$ cat src/rtl/branch_resolve_unit_pkg.sv
// Shared RISC-V branch definitions: datapath width, comparison codes, BHT counter encoding.
// Latency: n/a (types, constants and helper function only).
// Backpressure: n/a.
package branch_resolve_unit_pkg;

    localparam int XLEN = 32;

    typedef enum logic [2:0] {
        BR_EQ  = 3'b000,
        BR_NE  = 3'b001,
        BR_LT  = 3'b100,
        BR_GE  = 3'b101,
        BR_LTU = 3'b110,
        BR_GEU = 3'b111
    } br_mode_e;

    typedef enum logic [1:0] {
        BHT_SNT = 2'b00,
        BHT_WNT = 2'b01,
        BHT_WT  = 2'b10,
        BHT_ST  = 2'b11
    } bht_cnt_e;

    // Saturating 2-bit predictor update.
    function automatic logic [1:0] bht_next(input logic [1:0] cnt, input logic taken);
        logic [1:0] nxt;
        nxt = cnt;
        if (taken && cnt != BHT_ST)
            nxt = cnt + 2'd1;
        else if (!taken && cnt != BHT_SNT)
            nxt = cnt - 2'd1;
        return nxt;
    endfunction

endpackage

$ cat src/rtl/branch_compare.sv
// Branch condition evaluation for EQ/NE/LT/GE/LTU/GEU; flags undefined codes.
// Latency: purely combinational.
// Backpressure: none.
module branch_compare #(
    parameter int W = 32
) (
    input  logic [W-1:0] in_0,
    input  logic [W-1:0] in_1,
    input  logic [2:0]   mode,
    output logic         cond,
    output logic         legal
);
    import branch_resolve_unit_pkg::*;

    always_comb begin
        cond  = 1'b0;
        legal = 1'b1;
        case (mode)
            BR_EQ:   cond = (in_0 == in_1);
            BR_NE:   cond = (in_0 != in_1);
            BR_LT:   cond = ($signed(in_0) <  $signed(in_1));
            BR_GE:   cond = ($signed(in_0) >= $signed(in_1));
            BR_LTU:  cond = (in_0 <  in_1);
            BR_GEU:  cond = (in_0 >= in_1);
            default: legal = 1'b0;
        endcase
    end

endmodule

$ cat src/rtl/branch_resolve_unit.sv
// Resolves conditional branches, trains a 2-bit BHT, counts branches and mispredicts.
// Latency: result registered 1 cycle after accept; pred_taken is combinational.
// Backpressure: in_ready = !out_valid || out_ready; result held stable until consumed.
module branch_resolve_unit #(
    parameter int XLEN      = 32,
    parameter int BHT_DEPTH = 16,
    parameter int CNT_W     = 32
) (
    input  logic             clk,
    input  logic             rst,
    input  logic [XLEN-1:0]  pred_pc,
    output logic             pred_taken,
    input  logic             in_valid,
    output logic             in_ready,
    input  logic [XLEN-1:0]  in_0,
    input  logic [XLEN-1:0]  in_1,
    input  logic [2:0]       mode,
    input  logic [XLEN-1:0]  pc,
    input  logic [XLEN-1:0]  imm,
    input  logic             pred_in,
    output logic             out_valid,
    input  logic             out_ready,
    output logic             taken,
    output logic             mispredict,
    output logic             illegal,
    output logic [XLEN-1:0]  redirect_pc,
    output logic [CNT_W-1:0] br_count,
    output logic [CNT_W-1:0] mp_count
);
    import branch_resolve_unit_pkg::*;

    localparam int IDX_W = $clog2(BHT_DEPTH);

    logic [1:0]       bht [BHT_DEPTH];
    logic [IDX_W-1:0] wr_idx;
    logic [IDX_W-1:0] rd_idx;
    logic             accept;
    logic             cond;
    logic             legal;
    logic             res_taken;
    logic             res_mp;
    logic [XLEN-1:0]  res_redirect;
    logic             unused_pred_pc;

    branch_compare #(.W(XLEN)) u_cmp (
        .in_0  (in_0),
        .in_1  (in_1),
        .mode  (mode),
        .cond  (cond),
        .legal (legal)
    );

    assign wr_idx         = pc[IDX_W+1:2];
    assign rd_idx         = pred_pc[IDX_W+1:2];
    assign unused_pred_pc = ^{pred_pc[XLEN-1:IDX_W+2], pred_pc[1:0]};

    // Array read sees the pre-edge value, so a same-cycle update is not forwarded.
    assign pred_taken = bht[rd_idx][1];

    assign in_ready     = !out_valid || out_ready;
    assign accept       = in_valid && in_ready;
    assign res_taken    = legal && cond;
    assign res_mp       = (res_taken != pred_in);
    assign res_redirect = res_taken ? (pc + imm) : (pc + XLEN'(4));

    always_ff @(posedge clk) begin
        if (rst) begin
            out_valid   <= 1'b0;
            taken       <= 1'b0;
            mispredict  <= 1'b0;
            illegal     <= 1'b0;
            redirect_pc <= '0;
            br_count    <= '0;
            mp_count    <= '0;
            for (int i = 0; i < BHT_DEPTH; i++)
                bht[i] <= BHT_WNT;
        end else begin
            if (accept) begin
                out_valid   <= 1'b1;
                taken       <= res_taken;
                mispredict  <= res_mp;
                illegal     <= !legal;
                redirect_pc <= res_redirect;
            end else if (out_ready) begin
                out_valid <= 1'b0;
            end

            if (accept && legal) begin
                bht[wr_idx] <= bht_next(bht[wr_idx], res_taken);
                br_count    <= br_count + CNT_W'(1);
                if (res_mp)
                    mp_count <= mp_count + CNT_W'(1);
            end
        end
    end

endmodule
$ cat config.mk
export PLATFORM = sky130hd
export DESIGN_NAME = branch_resolve_unit
export DESIGN_NICKNAME = d
export VERILOG_FILES = /design/src/rtl/branch_resolve_unit_pkg.sv /design/src/rtl/branch_compare.sv /design/src/rtl/branch_resolve_unit.sv
export SDC_FILE = /design/constraint.sdc
export NUM_CORES = 1
export LEC_CHECK = 0
export ABC_AREA = 0
export CAP_MARGIN = 25
export CORE_ASPECT_RATIO = 1.5
export CORE_MARGIN = 4
export CORE_UTILIZATION = 35
export DETAILED_ROUTE_END_ITERATION = 10
export SETUP_SLACK_MARGIN = 0.5
export SKIP_CTS_REPAIR_TIMING = 1
export SYNTH_ARGS = -nofsm -noshare
export SYNTH_HDL_FRONTEND = slang
export SYNTH_HIERARCHICAL = 1
export SYNTH_SLANG_ARGS = --single-unit
$ cat constraint.sdc
create_clock -name clk -period 11.5 [get_ports clk]
set_input_delay 1.15 -clock clk [delete_from_list [all_inputs] [get_ports clk]]
set_output_delay 1.15 -clock clk [all_outputs]
set_load 0.02 [all_outputs]
# Yosys cells after proc, flatten, opt, wreduce, memory -nomap -nowiden
# Memories as Yosys holds them, arrays and structs flattened.
# Index checks and enable logic that the tools add are counted.
dict set report totals {
  in_bits 168
  mem_count 1
  mem_bits_rw 32
  ff_bits 100
  out_inout_bits 102
  word_cells 59
}
# name words width read_ports rd_clocked_by_memory_dff wr line
set mem_list {}
lappend mem_list {bht 16 2 2 0 16 branch_resolve_unit.sv:34} ;# logic [1:0] bht [BHT_DEPTH];
dict set report classes {
  n_eq_ne 9
  n_lt_le_gt_ge 4
  add_sub_neg 6
  reduce_logical 15
  n_mux 17
}
# cell count
set ops {}
lappend ops {{$add A32 B1 Y32 const B} 2}
lappend ops {{$ge A32 B32 Y1} 2}
lappend ops {{$lt A32 B32 Y1} 2}
lappend ops {{$add A32 B3 Y32 const B} 1}
lappend ops {{$add A32 B32 Y32} 1}
lappend ops {{$eq A32 B32 Y1} 1}
lappend ops {{$mux W32} 1}
lappend ops {{$ne A32 B32 Y1} 1}
lappend ops {{$eq A3 B3 Y1 const B} 4}
lappend ops {{$mux W2} 5}
lappend ops {{$mux W1} 9}
lappend ops {{$pmux W1 S6} 1}
lappend ops {{$reduce_or A6 Y1} 1}
lappend ops {{$logic_and A1 B1 Y1} 5}
lappend ops {{$mux W4} 1}
lappend ops {{$reduce_bool A2 Y1} 2}
lappend ops {{$eq A3 B1 Y1 const B} 1}
lappend ops {{$logic_not A1 Y1} 3}
lappend ops {{$logic_not A3 Y1} 1}
lappend ops {{$add A2 B1 Y2 const B} 1}
lappend ops {{$ne A2 B2 Y1 const B} 1}
lappend ops {{$reduce_and A2 Y1} 1}
lappend ops {{$reduce_or A2 Y1} 1}
lappend ops {{$sub A2 B1 Y2 const B} 1}
lappend ops {{2 further kinds} 2}

# Logic depth before layout (Yosys ltp)
dict set report logic_depth {
  depth_word 11
  ltp_mapped 19
  ltp_nobuf 18
}

# Cells and area by module
# The synthesis kept the hierarchy.
# module seq_area_each_um2 area_per_inst_um2 cells_per_inst instances
set by_module_without_submodules {}
lappend by_module_without_submodules {branch_resolve_unit 2962.8 8257.9 968 1}
lappend by_module_without_submodules {branch_compare 0.0 996.0 133 1}

# Worst setup path after synthesis
# No wires, ideal clock.
dict set report synth_path {
  path_type {input port to flip-flop}
  start {in in_1[5]}
  end {reg mp_count[24]}
  required_ps 11430
  path_buffers 1
  arrival_ps 4571
  setup_ps 70
  path_stages 18
  slack_ps 6858
  path_cell_list {inv_1 > ha_1 > a21o_1 > a21o_1 > a2111oi_4 > o21ai_2 > or3_1 > nand4_1 > nor2_1 > xnor2_1 > nor4_4 > and4_1 > nand3_2 > nor2_1 > nand3_1 > clkbuf_1 > or3_1 > a21oi_1}
}
dict set report synth_via {
  elab_chain_len 5
  elab_cells_between_ends 10
  cone_classes {order compare: 4; eq/ne: 3; mux: 1; reduce/logical: 2}
}
# item line
set synth_rtl {}
lappend synth_rtl {{start, declared} branch_resolve_unit.sv:16} ;# input logic [XLEN-1:0] in_1,
lappend synth_rtl {{$ge A32 B32 Y1 (tied with other cells)} branch_compare.sv:24} ;# BR_GEU: cond = (in_0 >= in_1);
lappend synth_rtl {{$pmux W1 S6 *} branch_compare.sv:18} ;# case (mode)
lappend synth_rtl {{via cond} branch_resolve_unit.sv:38} ;# logic cond;
lappend synth_rtl {{$logic_and A1 B1 Y1 *} branch_resolve_unit.sv:62} ;# assign res_taken = legal && cond;
lappend synth_rtl {{$ne A1 B1 Y1 *} branch_resolve_unit.sv:63} ;# assign res_mp = (res_taken != pred_in);
lappend synth_rtl {{$reduce_and A2 Y1 (no line) *} --}
lappend synth_rtl {{end signal, assigned} branch_resolve_unit.sv:92} ;# mp_count <= mp_count + CNT_W'(1);
lappend synth_rtl {{end, declared} branch_resolve_unit.sv:28} ;# output logic [CNT_W-1:0] mp_count
# The timed path passes the listed nets; every way through them passes the cells marked *.
# A chain may end at the register's enable or synchronous reset.

# Worst setup path after layout
dict set report layout_path {
  start {in in_1[5]}
  end {reg mp_count[26]}
}
# Same word-level chain as after synthesis.

==> flow_summary.ini <==
[logic_synthesis]
synth-seq-cells = 132
synth_nets = 1341
synthCells = 1101
synthFlopType = dfxtp_1
syn_avg_cell_area_sq_um = 8.40
synth_fa_ha_area_share_pct = 9.82
synth_top_area_cell = dfxtp_1
synth_top_family_by_area = simple AND/OR/NAND/NOR gates
synthTopCellsByCount = 127 x nor2_1, 126 x nand2_1, 100 x dfxtp_1, 71 x ha_1, 69 x a21oi_1
synthSimpleGateAreaFrac_pct = 24.6
yosys_warnings = 6
netlist.area_leader.share_pct = 21.6
synth.area.top_cells = dfxtp_1 22%, edfxtp_1 10%, ha_1 9.6%
synth_area_sq_mm = 0.00925
synth-xor-area-share_pct = 9.84
synth-compound-area-share_pct = 14.8
async_flop_share_pct = 0
synth_edf_count = 32
synth_most_common_cell = nor2_1
synth_mux_area_share_pct = 4.43
yosysUniqueCellTypes = 72
ys_seq_area_share_pct = 32.0

[detailed_routing]
wl_mm = 27.5
route.detailed.vias_per_inst = 5.15
antenna_left = 0
firstDrtPassIters = 5
drt_iter0_drc = 270
wl_per_cell_microns = 16.5
drc_errors = 0
route.vias.total = 8576

[worst_setup_path]
cp_max_fo = 11
worstSetupStartpointType = input pin
crit_type = input pin to flip-flop
cp_data_required_time_ns = 11.85
arrival_ns = 5.46
setup.worst_path.end_class = flip-flop

[timing]
fin_crit_sh_pct = 44.5
finalClockSkew_ns = 0.00708
setup_viol = 0
tightest_slew_ns = 0.856
report.final.slew_viol_count = 0
rsz0062_at_grt = no
layout_min_cycle_time_ns = 5.11
max_clock_freq_mhz = 196
slew-limit-headroom_pct = 42.7
tns_ns = 0
worst_hold_slack_ns = 0.459
hold_viol = 0

[pwr]
p_leak_nw = 4.83
ir_drop_uv = 101
p_per_area_mw_per_mm2 = 113

[floorplanning]
die_x_microns = 141
rows = 72
start_util_pct = 35.7
ios = 270
die-area_sq_mm = 0.0292
coreArea_sq_mm = 0.0259
die_height_microns = 207

[hold_path]
min-delay-path-class = flip-flop to flip-flop

[clocking]
clkSinkCount = 132
cts_buffer_depth = 2
cts_tree = done
path_clk_slew_ns = 0.06
clockRootBuffer = clkbuf_16
numCtsBuffers = 17
cts.htree.levels = 4
insertion_delay_ns = 0.42

[layout]
final_layout_size_suffix_gt1_share_pct = 6.23
final_nets = 1560
syn2layout_area_growth_pct = 35.6
antenna_cells = 0

[placement]
dp_hpwl_mm = 21.2
gp_congestion = 0.898
portBuffers = 241

[global_routing]
grt.overflow.total = 0
grt_pass1_vias = 8649
globalRouteTotalUtil_pct = 18.5
grt_max_degree = 72
grt_pass1_wl_mm = 44.0
antenna_found_initial = 0

[run]
cap_violations = 0

[status]
run_status = complete, no violations
-- metal layers --
metal | wire length (microns) | global-route usage [%] | share of wire, %
met1 | 10800 | 20.2 | 39
met2 | 14800 | 35.2 | 54
met3 | 1290 | 3.62 | 4.7
met4 | 668 | 6.19 | 2.4
met5 | 0 | 0 | 0
-- worst max-delay path, stage by stage --
cell and delay (ns):
clkdlybuf4s50_1 0.45, inv_1 0.04, ha_1 0.28, a21o_1 0.18, a21o_1 0.19, a2111oi_4 0.36
o21ai_2 0.13, or3_1 0.38, nand4_1 0.09, nor2_1 0.08, xnor2_1 0.16, nor4_4 0.32
and4_1 0.31, nand3_2 0.16, nor2_1 0.27, nand3_1 0.32, or3_1 0.43, a21oi_1 0.14
-- report_power, final --
part	leakage [nW]	switching, mW	internal, mW	total (mW)
Sequential	1.09	0.00989	0.491	0.501
Clock	0.306	0.236	0.346	0.582
Combinational	3.43	0.179	0.155	0.334
Total	4.83	0.424	0.993	1.42
-- path summary, 6_finish.rpt --
check,depth (start not counted),slack [ns],endpoint,start
max,18,6.39,mp_count[26],in_1[5]
min reg2reg,2,0.46,redirect_pc[25],redirect_pc[25]
max reg2reg,8,8.87,mp_count[26],out_valid
min,2,0.46,redirect_pc[25],redirect_pc[25]
-- cell type report --
| cell class | instances | area [sq um] |
|---|---|---|
| clock buffers | 19 | 464 |
| clock inverters | 13 | 160 |
| fillers | 2574 | 13400 |
| inverters | 51 | 191 |
| multi-input cells | 868 | 5870 |
| flip-flops and latches | 132 | 2960 |
| well taps | 333 | 417 |
| repair buffers | 250 | 2480 |
-- through the flow --
step	utilization [%]	cell area (sq um)	power, mW	instances	worst slack (ns)
after detailed placement	45.9	11900	0.846	1634	5.89
after global routing	48.4	12500	1.49	1666	5.95
after CTS	48.4	12500	1.44	1666	6.32
after floorplan	-	9250	0.709	1101	6.86
final	48.4	12500	1.42	1666	6.39
after global placement	45.9	11900	0.844	1634	5.93
-- sequential cells by signal, summed over array words and instances, names as in the netlist --
signal / count
bht: 32
br_count: 32
illegal: 1
mispredict: 1
mp_count: 32
out_valid: 1
redirect_pc: 32
taken: 1
-- kinds of logic (layout without fill, tap and decap cells) --
family	after synthesis	in the layout
mux	22	22
xor+xnor	104	104
compound gates	207	207
flops	132	132
simple gates	463	463
buf+inv	101	333
fa+ha+maj	72	72
-- layout by cell type (no fill, tap or decap), drive strengths merged, types with 3 or more instances in the layout --
| cell | count |
|---|---|
| xnor2 | 39 |
| a211o | 7 |
| edfxtp | 32 |
| nand2 | 126 |
| o31ai | 4 |
| ha | 71 |
| nor4 | 5 |
| nand2b | 21 |
| inv | 59 |
| nand3 | 57 |
| o21a | 5 |
| clkbuf | 19 |
| o21bai | 7 |
| or2 | 5 |
| nor3 | 20 |
| o211ai | 11 |
| xor2 | 65 |
| clkdlybuf4s50 | 240 |
| a2111oi | 3 |
| and2 | 15 |
| mux4 | 15 |
| dfxtp | 100 |
| a21o | 19 |
| a311oi | 5 |
| and3 | 23 |
| and4 | 8 |
| a21oi | 70 |
| buf | 10 |
| o21ai | 41 |
| or3 | 14 |
| nor2b | 6 |
| mux2i | 5 |
| a31oi | 4 |
| a211oi | 13 |
| nor2 | 127 |
| nand4 | 27 |
| nand3b | 3 |
(Power assumes the default switching activity.)
